[config.mk]
export PLATFORM = sky130hd
export DESIGN_NAME = spongent_sponge_ctrl
export DESIGN_NICKNAME = d
export VERILOG_FILES = /design/src/rtl/spongent_sponge_ctrl_pkg.sv /design/src/rtl/spongent_sponge_ctrl.sv
export SDC_FILE = /design/constraint.sdc
export NUM_CORES = 1
export LEC_CHECK = 0
export ABC_AREA = 1
export CORE_AREA = 2 2 249 251
export CTS_CLUSTER_SIZE = 28
export DETAILED_ROUTE_END_ITERATION = 16
export DIE_AREA = 0 0 251 253
export SLEW_MARGIN = 25
export SYNTH_ARGS = -nofsm -noshare
export SYNTH_HDL_FRONTEND = slang
export SYNTH_SLANG_ARGS = --single-unit
[constraint.sdc]
create_clock -name clk -period 35.8 [get_ports clk]
set_input_delay 3.58 -clock clk [delete_from_list [all_inputs] [get_ports clk]]
set_output_delay 3.58 -clock clk [all_outputs]
set_load 0.02 [all_outputs]
[src/rtl/spongent_sponge_ctrl_pkg.sv]
// rtl/spongent_sponge_ctrl_pkg.sv - shared constants, FSM encoding and lane helper for the sponge sequencer
package spongent_sponge_ctrl_pkg;

  localparam int RATE_BYTES = 11;   // bytes absorbed per block
  localparam int STATE_BITS = 264;  // permutation width b
  localparam int HASH_BITS  = 88;   // digest width, fits in one squeeze
  localparam int LANE_W     = $clog2(STATE_BITS);

  localparam logic [7:0] PAD_BYTE = 8'h80;
  localparam logic [3:0] RATE_IDX = 4'(RATE_BYTES);

  typedef enum logic [2:0] {
    IDLE,
    ABSORB,
    PAD,
    PERM,
    DONE
  } fsm_t;

  // Bit offset of rate byte idx inside the state vector.
  function automatic logic [LANE_W-1:0] lane_base(input logic [3:0] idx);
    return LANE_W'({idx, 3'b000});
  endfunction

endpackage

[src/rtl/spongent_sponge_ctrl.sv]
// rtl/spongent_sponge_ctrl.sv - sponge-mode absorb/pad/permute/squeeze sequencer for SPONGENT
//  clk, rst            clock, async active-high reset
//  msg_byte/valid/last message byte stream, msg_ready = accept
//  perm_start          one-cycle launch of the external permutation
//  perm_state_in       state handed to the permutation (held while it runs)
//  perm_state_out/done permuted state and its one-cycle completion pulse
//  hash_out/valid/ack  digest, held valid until acknowledged
//  busy                high whenever the sequencer is not idle
module spongent_sponge_ctrl
  import spongent_sponge_ctrl_pkg::*;
(
  input  logic                  clk,
  input  logic                  rst,
  input  logic [7:0]            msg_byte,
  input  logic                  msg_valid,
  input  logic                  msg_last,
  output logic                  msg_ready,
  output logic                  perm_start,
  output logic [STATE_BITS-1:0] perm_state_in,
  input  logic [STATE_BITS-1:0] perm_state_out,
  input  logic                  perm_done,
  output logic [HASH_BITS-1:0]  hash_out,
  output logic                  hash_valid,
  input  logic                  hash_ack,
  output logic                  busy
);

  fsm_t                  fsm, fsm_nxt;
  logic [STATE_BITS-1:0] state, state_nxt;
  logic [3:0]            idx, idx_nxt;
  logic                  final_pend, final_nxt;
  logic                  pad_pend, pad_nxt;
  logic                  perm_issued, issued_nxt;
  logic [HASH_BITS-1:0]  hash_out_nxt;
  logic                  hash_valid_nxt;
  logic [LANE_W-1:0]     lane;

  assign lane          = lane_base(idx);
  assign perm_state_in = state;
  assign busy          = (fsm != IDLE);

  always_ff @(posedge clk or posedge rst) begin
    if (rst) fsm <= IDLE;
    else     fsm <= fsm_nxt;
  end

  // msg_ready is registered from the next state so it is 0 in reset and
  // exactly tracks IDLE/ABSORB afterwards without a reset term in logic.
  always_ff @(posedge clk or posedge rst) begin
    if (rst) begin
      state       <= '0;
      idx         <= '0;
      final_pend  <= 1'b0;
      pad_pend    <= 1'b0;
      perm_issued <= 1'b0;
      hash_out    <= '0;
      hash_valid  <= 1'b0;
      msg_ready   <= 1'b0;
    end else begin
      state       <= state_nxt;
      idx         <= idx_nxt;
      final_pend  <= final_nxt;
      pad_pend    <= pad_nxt;
      perm_issued <= issued_nxt;
      hash_out    <= hash_out_nxt;
      hash_valid  <= hash_valid_nxt;
      msg_ready   <= (fsm_nxt == IDLE) || (fsm_nxt == ABSORB);
    end
  end

  always_comb begin
    fsm_nxt        = fsm;
    state_nxt      = state;
    idx_nxt        = idx;
    final_nxt      = final_pend;
    pad_nxt        = pad_pend;
    issued_nxt     = perm_issued;
    hash_out_nxt   = hash_out;
    hash_valid_nxt = hash_valid;
    perm_start     = 1'b0;

    unique case (fsm)
      IDLE, ABSORB: begin
        if (msg_valid && msg_ready) begin
          state_nxt[lane +: 8] = state[lane +: 8] ^ msg_byte;
          idx_nxt              = idx + 4'd1;
          fsm_nxt              = ABSORB;
          if (idx_nxt == RATE_IDX) begin
            // Full block: permute now; if it was also the last byte the
            // padding goes into a fresh block afterwards.
            fsm_nxt   = PERM;
            final_nxt = 1'b0;
            pad_nxt   = msg_last;
          end else if (msg_last) begin
            fsm_nxt = PAD;
          end
        end
      end

      PAD: begin
        state_nxt[lane +: 8] = state[lane +: 8] ^ PAD_BYTE;
        final_nxt            = 1'b1;
        fsm_nxt              = PERM;
      end

      PERM: begin
        perm_start = !perm_issued;
        issued_nxt = 1'b1;
        // perm_done may coincide with perm_start for a zero-wait core.
        if (perm_done) begin
          state_nxt  = perm_state_out;
          idx_nxt    = '0;
          issued_nxt = 1'b0;
          if (final_pend) begin
            fsm_nxt        = DONE;
            hash_out_nxt   = perm_state_out[HASH_BITS-1:0];
            hash_valid_nxt = 1'b1;
          end else if (pad_pend) begin
            pad_nxt = 1'b0;
            fsm_nxt = PAD;
          end else begin
            fsm_nxt = ABSORB;
          end
        end
      end

      DONE: begin
        if (hash_ack) begin
          hash_valid_nxt = 1'b0;
          state_nxt      = '0;
          final_nxt      = 1'b0;
          fsm_nxt        = IDLE;
        end
      end

      default: fsm_nxt = IDLE;
    endcase
  end

endmodule

Yosys cells after proc, flatten, opt, wreduce, memory -nomap -nowiden --
Cells that the tools add are included.
Storage, ports and cells: output and inout port bits 356, memories kept 0, register bits after elaboration 364, memory bits (read-only) 0, logic and storage cells 77, RAM bits 0, bits in latches 0
Cells by class: muxes and demuxes 31, equal/unequal tests 12, bitwise operators 2, magnitude comparators 0, $mul 0, reductions and logical operators 17, shift-type cells 4, add/subtract/negate cells 2, divide/modulo/power cells 0
Operators by type and width (number):
- one-hot mux 264 bit (4 select lines) | 1
- 2-to-1 mux 264 bit | 3
- bitwise mux 264 bit | 2
- indexed part select 8 x 11 -> 264 bit | 2
- variable shift 8 x 11 -> 264 bit, first input constant | 1
- indexed part select 264 x 8 -> 8 bit | 1
- 2-to-1 mux 3 bit | 4
- != test 2 bit, second input constant | 6
- one-hot mux 3 bit (4 select lines) | 1
- AND reduction 4 bit | 3
- 2-to-1 mux 1 bit | 11
- negation 7 -> 11 bit | 1
- 2-to-1 mux 4 bit | 2
- one-hot mux 4 bit (2 select lines) | 1
- bitwise XOR 8 bit | 1
- == test 3 x 1 -> 1 bit, second input constant | 2
- == test 3 x 2 -> 1 bit, second input constant | 2
- zero test 3 bit | 2
- 2-to-1 mux 2 bit | 3
- AND reduction 3 bit | 2
- nonzero test 3 bit | 2
- AND reduction 5 bit | 1
- adder 4 x 1 -> 4 bit, second input constant | 1
- == test 4 bit, second input constant | 1
- 10 further kinds | 12

Longest topological paths before layout --
Gate-level depths: netlist of run 1.
word-level depth 7, mapped depth 18, depth with buffers taken out 16

Worst setup path after synthesis of run 1 --
OpenSTA, ideal clock, no wires.
path type input -> register, from input msg_valid, to register with a tool-made name, cell stages on the path 10, setup time 66 ps, data arrival time 4756 ps, path slack 30978 ps, path buffers 2, required time 35734 ps, cells stage by stage nand2_1 -> nand2_1 -> nand2_1 -> inv_2 -> nand3_4 -> inv_2 -> buf_2 -> clkbuf_1 -> nand3_1 -> nand2_1
RTL lines:
- from (decl) | RTL line spongent_sponge_ctrl.sv:15 | input logic msg_valid,

==> impl_metrics.toml, run 1 <==
[pwr]
power_frac_clock_pct = 15.9
irDropWorstVdd_mv = 0.0750
p_comb_share_pct = 60.1
swShare_pct = 51.7
powerDensity_nw_per_um2 = 98.3
p_switching_uw = 1510
power_leakage_uw = 0.0139
p_int_uw = 1410
pwr-share-seq_pct = 23.9

[timing]
hold_viol = 0
rsz0062_at_grt = "no"
tightest_slew_ns = 1.16
slew_headroom_pct = 22.7
fin_crit_sh_pct = 18.0
slew_viol_final = 0
fin_setup_tns_ns = 0
clock_skew_ns = 0.0196
min_period_ns = 6.45
fmax_mhz = 155
hold_slack_ns = 0.470
setup_ws_ns = 29.35
setup_viol = 0

[grt]
grt_first_pass_wirelength_microns = 150000
grt_overflow = 0
grt.total_usage_pct = 31.5
grt_max_degree = 171
antenna_found_initial = 11
first_global_vias = 22321

[critical_path]
critical_path_class = "primary input to flip-flop"
worstPathMaxFanout = 84
startpoint_type = "primary input"
critPathRequiredTime_ns = 36.26
worstPathArrival_ns = 6.91
endpoint_kind = "flip-flop"

[synthesis]
yosysMostFrequentCell = "nand2_1"
synth_commonest_cells = "1178 x nand2_1, 364 x dfrtp_1, 285 x nand3_1"
synth.distinct_cells = 43
synth_largest_area_cell = "dfrtp_1"
ys.flop_type = "dfrtp_1"
syn_inst = 3064
avgSynthCellArea_sq_um = 6.97
synth_edf_count = 0
ys_seq_area_share_pct = 42.7
synth_area_sq_um = 21400
async_flop_share_pct = 100
synth_top_area_share_pct = 42.7
yosysWarnings = 0
syn_nets = 3350
synth_seq_cells = 364
yosys-top-cells-area = "dfrtp_1 43%, nand2_1 21%, nand3_1 6.7%"

[clock_network]
clk_latency_ns = 0.59
clock-root-buffer = "clkbuf_16"
clock-sinks = 364
ctsHoldBuffers = 0
post_cts_buffers = 0
clk_transition_reported_paths_ns = 0.06
cts_tree = "yes"
cts_resized = 0
htreeDepth = 2
cts_buffers = 45
cts.path.max_buffers = 3

[die]
core-area_sq_um = 61000
dieWidth_microns = 251
die_area_sq_um = 63500
io_pins = 634
start_util_pct = 35.0
die_y_microns = 253
row_count = 91

[placed_design]
place_congestion = 0.961
dpl.hpwl_microns = 75700
preCtsSetupSlack_ns = 28.79
numPortBuffers = 633

[detailed_routing]
drtIter0Drc = 2645
antenna_left = 0
firstDrtPassIters = 6
wl_per_cell_microns = 23.4
vias_per_cell = 5.37
via_count = 23740
totalWireLength_microns = 103000
route.detailed.drc = 0

[finish]
seq_area_sq_um = 9110
drive_above_1_share_pct = 6.01
area_growth_pct = 38.7
multi_input_area_sq_um = 10500
nets = 3877
fillers = 6154

[worst_hold_path]
worstHoldPathType = "flip-flop to flip-flop"

[run]
drv_cap = 0

[outcome]
status = "finished, final reports clean"
==> final timing paths <==
kind / startpoint / end / slack, ns / cells past startpoint
setup / recovery: msg_valid / flip-flop / 29.35 / 13
hold / removal: hash_out[67] / hash_out[67] / 0.47 / 2
setup reg to reg: idx[0] / flip-flop / 31.42 / 16
hold reg to reg: hash_out[67] / hash_out[67] / 0.47 / 2
max in group asynchronous: rst / asynchronous set/reset pin / 30.79 / 3
min in group asynchronous: rst / hash_out[21] / 3.56 / 2
==> routing by layer <==
layer	GRT usage [%]	share of wire (%)
met1	38.8	39
met2	51.0	47
met3	7.28	8.6
met4	17.7	5.8
met5	0	0.066
==> logic make-up after synthesis <==
| group | after synthesis | synth area share [%] |
|---|---|---|
| xor gates and xnor gates | 3 | 0.158 |
| buffers and inverters | 439 | 8.43 |
| DFF | 364 | 42.7 |
| adders and majority gates | 8 | 0.469 |
| AOI/OAI and AO/OA | 474 | 13.0 |
| and+or+nand+nor | 1776 | 35.3 |
==> cell usage in the layout (no fill, tap or decap), drive strengths merged, types with 69 or more instances in the layout <==
master / n
a21oi: 154
clkbuf: 69
clkdlybuf4s50: 633
dfrtp: 364
inv: 261
nand2: 1196
nand3: 296
nand4: 98
nor2: 182
o21ai: 212
==> power groups by stage <==
stage,Clock [uW],Sequential (uW),Combinational (uW)
3_5_place_dp,0,699,1730
6_report,464,696,1750
3_3_place_gp,0,699,1720
4_1_cts,473,695,1730
5_1_grt,490,716,1870
2_1_floorplan,0,866,803
==> through the flow <==
step	utilization (%)	cells	instance area (sq um)	total power, uW
after global routing	48.5	4421	29600	3070
after detailed placement	46.1	4334	28100	2430
after global placement	46.1	4334	28100	2420
after CTS	48.5	4416	29600	2900
final	48.5	4424	29600	2910
after floorplan	-	3064	21400	1670
==> final cells by class <==
type                    instances  share of cell area, %
multi-input cells            2261                   35.4
flip-flops and latches        364                   30.8
repair buffers                657                   22.1
clock buffers                  69                   4.51
inverters                     262                   3.39
well taps                     790                   3.34
clock inverters                13                  0.507
diodes                          8                 0.0676
==> worst max-delay path, cell delays in order <==
cell	delay, ns
clkdlybuf4s50_1	0.46
nand2_1	0.08
nand2_1	0.10
nand2_1	0.08
inv_2	0.08
nand3_4	0.15
inv_4	0.77
buf_4	0.79
o21ai_2	0.26
inv_2	0.22
nand3_1	0.10
nor2_1	0.10
a21oi_1	0.05
No activity file was read; power rests on OpenSTA's default activity.
==> run 2, diff against run 1 <==
==> constraint.sdc (replaced) <==
create_clock -name clk -period 6.45 [get_ports clk]
set_input_delay 0.645 -clock clk [delete_from_list [all_inputs] [get_ports clk]]
set_output_delay 0.645 -clock clk [all_outputs]
set_load 0.02 [all_outputs]
==> run 2 against run 1 <==
Critical path depth is 3 higher. Global-route usage hardly changed. Core utilization is 0.35 points higher. Sequential power grew to 5.6 times the previous value. First-iteration DRC count is 4.6% lower. Final cell count hardly changed. Via count is 0.23% higher. Sequential share of layout area is 0.22 points lower. Clock skew is 0.0025 ns higher. Flip-flop and latch count stayed put. Clock power grew to 6.2 times the previous value. Worst setup slack worse by 27 ns. Largest cell class unchanged.
==> impl_metrics.toml, run 2 (synthesis gave the netlist of run 1 again) <==
[finish]
final_cell_mix = "1178 x nand2_1, 633 x clkdlybuf4s50_1, 363 x dfrtp_1"
fin_util_pct = 48.9
layout_commonest_cell = "nand2_1"
nets = 3879
final_cell_area_sq_um = 29800
area_growth_pct = 39.7
multi_input_area_sq_um = 10500
drive_above_1_share_pct = 6.31
seq_area_sq_um = 9110
fillers = 6264

[die]
core-area_sq_um = 61000
die_y_microns = 253
row_count = 91
io_pins = 634
dieWidth_microns = 251
start_util_pct = 35.0
die_area_sq_um = 63500

[critical_path]
endpoint_kind = "flip-flop"
worstPathMaxFanout = 43
reg2regPathDepth = 16
cp_slowest_cell = "inv_2"
critPathRequiredTime_ns = 6.93
reg2reg_slack_ns = 2.40
cpPeakStageDelay_ns = 0.67
critical_path_class = "flip-flop to flip-flop"
worstPathArrival_ns = 4.52
regToRegStartpoint = "idx[1]"
crit_top_cell = "inv_2"
startpoint_type = "flip-flop"
crit_chain = "buf_4, clkinv_1, ha_1, buf_4, inv_2, nand2_1, inv_2, nand4_1, nor2_2, inv_2, nand2_1, nand2_2, inv_1, o21ai_0, nor2_1, a21oi_1"

[timing]
clock_skew_ns = 0.0221
fmax_mhz = 247
tightest_slew_ns = 1.01
fin_setup_tns_ns = 0
rsz0062_at_grt = "no"
min_period_ns = 4.05
hold_viol = 0
setup_viol = 0
fin_crit_sh_pct = 62.7
slew_viol_final = 0
setup_ws_ns = 2.40
slew_headroom_pct = 32.9

[worst_hold_path]
hp-start = "hash_out[84]"
holdPathStages = 2
worstHoldPathType = "flip-flop to flip-flop"
hold_end = "hash_out[84]"

[pwr]
irDropWorstVdd_mv = 0.258
powerDensity_nw_per_um2 = 552
power_leakage_uw = 0.0140

[detailed_routing]
totalWireLength_microns = 104000
drtIter0Drc = 2523
wl_per_cell_microns = 23.4
firstDrtPassIters = 6
via_count = 23795
vias_per_cell = 5.38
route.detailed.drc = 0
antenna_left = 0

[grt]
first_global_vias = 22273
grt_overflow = 0
antenna_found_initial = 9
grt_max_degree = 155
grt.total_usage_pct = 31.5
grt_first_pass_wirelength_microns = 150000

[clock_network]
post_cts_buffers = 0
clk_latency_ns = 0.60
cts.path.max_buffers = 3
cts_buffers = 46
cts_resized = 0
ctsHoldBuffers = 0
clk_transition_reported_paths_ns = 0.06
clock-root-buffer = "clkbuf_16"
cts_tree = "yes"
htreeDepth = 2
clock-sinks = 364

[placed_design]
place_congestion = 0.960
placed_cell_area_sq_um = 28100
preCtsSetupSlack_ns = 2.48
numPortBuffers = 633
dpl.hpwl_microns = 76000

[run]
drv_cap = 0

[outcome]
status = "finished, final reports clean"
## run 2: worst max-delay path by stage
| stage | start | to | cells after the start |
|---|---|---|---|
| 3_3_place_gp | idx[1] | flip-flop | 16 |
| 5_1_grt | idx[1] | flip-flop | 16 |
| 2_1_floorplan | rst | asynchronous set/reset pin | 1 |
| 4_1_cts | idx[1] | flip-flop | 16 |
| 6_report | idx[1] | flip-flop | 16 |
| 3_5_place_dp | idx[1] | flip-flop | 16 |
## run 2: routing by layer
| metal | vias to the layer above | track usage, % | share of wire (%) | routed length, microns |
|---|---|---|---|---|
| met5 | - | 0 | 0.013 | 13 |
| li1 | 11080 | - | - | - |
| met3 | 245 | 6.10 | 8.2 | 8460 |
| met4 | 2 | 16.8 | 5.7 | 5950 |
| met1 | 11333 | 39.1 | 39 | 40400 |
| met2 | 1135 | 51.8 | 47 | 48800 |
## run 2: report_power, final
group	internal, uW	switching, uW	total [uW]
clock	1740	1130	2870
combinational	3090	6630	9720
sequential	3210	668	3870
## run 2: per-stage QoR
step	total power [uW]	instances	hold WS (ns)
detailed placement	13500	4334	0.457
floorplan	9270	3064	0.450
finish	16500	4426	0.469
CTS	16400	4419	0.472
global route	17300	4426	0.487
global placement	13400	4334	0.454
## run 2: area by class of cell
cell class | instances | share of cell area (%)
multi-input cells | 2261 | 35.1
diodes | 6 | 0.0503
flip-flops and latches | 364 | 30.5
inverters | 262 | 3.35
clock buffers | 59 | 4.33
repair buffers | 658 | 22.0
clock inverters | 26 | 1.26
well taps | 790 | 3.31
## run 2: worst max-delay path, delay by kind of cell, from the launching register on
family	cells	cell delay, ns
compound gates	2	0.23
fa+ha+maj	1	0.30
buf+inv	7	2.05
flops	1	0.32
simple gates	6	1.01
==> run 3, diff against run 2 <==
==> constraint.sdc (replaced) <==
create_clock -name clk -period 3.4 [get_ports clk]
set_input_delay 0.34 -clock clk [delete_from_list [all_inputs] [get_ports clk]]
set_output_delay 0.34 -clock clk [all_outputs]
set_load 0.02 [all_outputs]
==> run 3 against run 2 <==
First-iteration DRC count is 4.0% higher. Combinational power up 91%. Wire length down 0.96%. Via count down 0.31%. Final area barely moved. Total power increased by 87%. Clock-buffer cell count up 11. Non-clock buffer count grew 21. Flip-flop and latch count stayed put. Global-route usage shrank 0.051 points. Largest cell class unchanged.
==> impl_metrics.toml, run 3 (synthesis gave the netlist of run 1 again) <==
[critical_path]
crit_chain = "inv_2, ha_1, xnor2_4, inv_2, nor2_1, nand2_2, nor2_1, nand4_1, nand2_1, nand2_1, nand2_1"
startpoint_type = "flip-flop"
regToRegStartpoint = "idx[0]"
cp_slowest_cell = "xnor2_4"
cpPeakStageDelay_ns = 0.59
critical_path_class = "flip-flop to flip-flop"
endpoint_kind = "flip-flop"
worstPathArrival_ns = 3.60
startpoint = "idx[0]"
reg2reg_slack_ns = 0.33
crit_top_cell = "nand2_1"
reg2regPathDepth = 11
critPathRequiredTime_ns = 3.93
worstPathMaxFanout = 17

[die]
dieWidth_microns = 251
die_y_microns = 253
start_util_pct = 35.0
core-area_sq_um = 61000
die_area_sq_um = 63500
io_pins = 634
row_count = 91

[finish]
final_cell_mix = "1178 x nand2_1, 633 x clkdlybuf4s50_1, 363 x dfrtp_1"
layout.cells.non_filler = 4443
drive_above_1_share_pct = 6.42
area_growth_pct = 39.8
nets = 3899
layout_commonest_cell = "nand2_1"

[detailed_routing]
totalWireLength_microns = 103000
vias_per_cell = 5.34
via_count = 23722
antenna_left = 0
wl_per_cell_microns = 23.1
route.detailed.drc = 0
drtIter0Drc = 2625
firstDrtPassIters = 6

[clock_network]
htreeDepth = 2
ctsHoldBuffers = 0
clock-sinks = 364
cts.path.max_buffers = 3
clk_transition_reported_paths_ns = 0.06
clock-root-buffer = "clkbuf_16"
clk_latency_ns = 0.59
post_cts_buffers = 0
cts_tree = "yes"
cts_buffers = 45
cts_resized = 0

[placed_design]
numPortBuffers = 633
place_congestion = 0.968
dpl.hpwl_microns = 76600
dp.cells = 4356
preCtsSetupSlack_ns = 0.447

[grt]
grt_overflow = 0
antenna_found_initial = 12
grt.total_usage_pct = 31.4
first_global_vias = 22397
grt_max_degree = 129
grt_first_pass_wirelength_microns = 149000

[timing]
hold_viol = 0
setup_ws_ns = 0.331
fmax_mhz = 326
slew_headroom_pct = 35.9
min_period_ns = 3.07
fin_crit_sh_pct = 90.3
tightest_slew_ns = 0.961
fin_setup_tns_ns = 0
rsz0062_at_grt = "no"
slew_viol_final = 0
clock_skew_ns = 0.0232
setup_viol = 0

[pwr]
irDropWorstVdd_mv = 0.628
powerDensity_nw_per_um2 = 1030
power_leakage_uw = 0.0140

[run]
drv_cap = 0

[outcome]
status = "finished, final reports clean"

[worst_hold_path]
worstHoldPathType = "primary input to asynchronous set/reset pin"
run 3: changes by cell type in the layout (fill, tap and decap cells not counted), sizes merged:
cell | previous run | this run
clkinv | 15 | 8
clkinvlp | 6 | 4
buf | 25 | 46
clkbuf | 59 | 70
bufinv | 8 | 1
diode | 6 | 7
run 3: area by class of cell:
type | instances | area, sq um
fill | 6220 | 31200
multi-input combinational | 2261 | 10500
sequential | 364 | 9110
timing repair buffer | 679 | 6830
clock buffer | 70 | 1330
inverter | 262 | 1000
tap | 790 | 988
clock inverter | 10 | 90.1
antenna | 7 | 17.5
run 3: per-layer routing:
layer  up-vias  global-route usage, %  wire length (microns)
met2      1141                   52.0                  48500
met3       236                   7.29                   8810
met1     11234                   38.7                  39900
li1      11103                      -                      -
met5         -                      0                     58
met4         8                   15.2                   5380
run 3: worst max-delay path: cells and delay by family, from the launching register on:
| kind | cells | cell delay (ns) |
|---|---|---|
| xor+xnor | 1 | 0.59 |
| simple gates | 7 | 1.40 |
| fa+ha+maj | 1 | 0.29 |
| flops | 1 | 0.39 |
| buf+inv | 2 | 0.35 |
run 3: metrics by stage:
stage               hold WS, ns  utilization, %  power [uW]  area (sq um)
finish                    0.212            48.9       30700         29900
global route              0.241            48.9       32500         29800
CTS                       0.197            48.9       30600         29800
detailed placement        0.459            46.6       25700         28400
global placement          0.452            46.6       25700         28400
floorplan                 0.425               -       17600         21400
run 3: worst min path at each step:
stage / to / slack, ns / depth (start not counted)
detailed placement: hash_out[75] / 0.46 / 2
CTS: hash_out[48] / 0.20 / 2
global placement: hash_out[83] / 0.45 / 2
floorplan: hash_valid / 0.43 / 1
finish: hash_out[75] / 0.21 / 2
global route: hash_out[75] / 0.24 / 2
run 3: power by group:
| group | switching [uW] | internal [uW] |
|---|---|---|
| registers | 1250 | 6080 |
| clock network | 2000 | 2760 |
| logic | 12600 | 6070 |
| total | 15800 | 14900 |
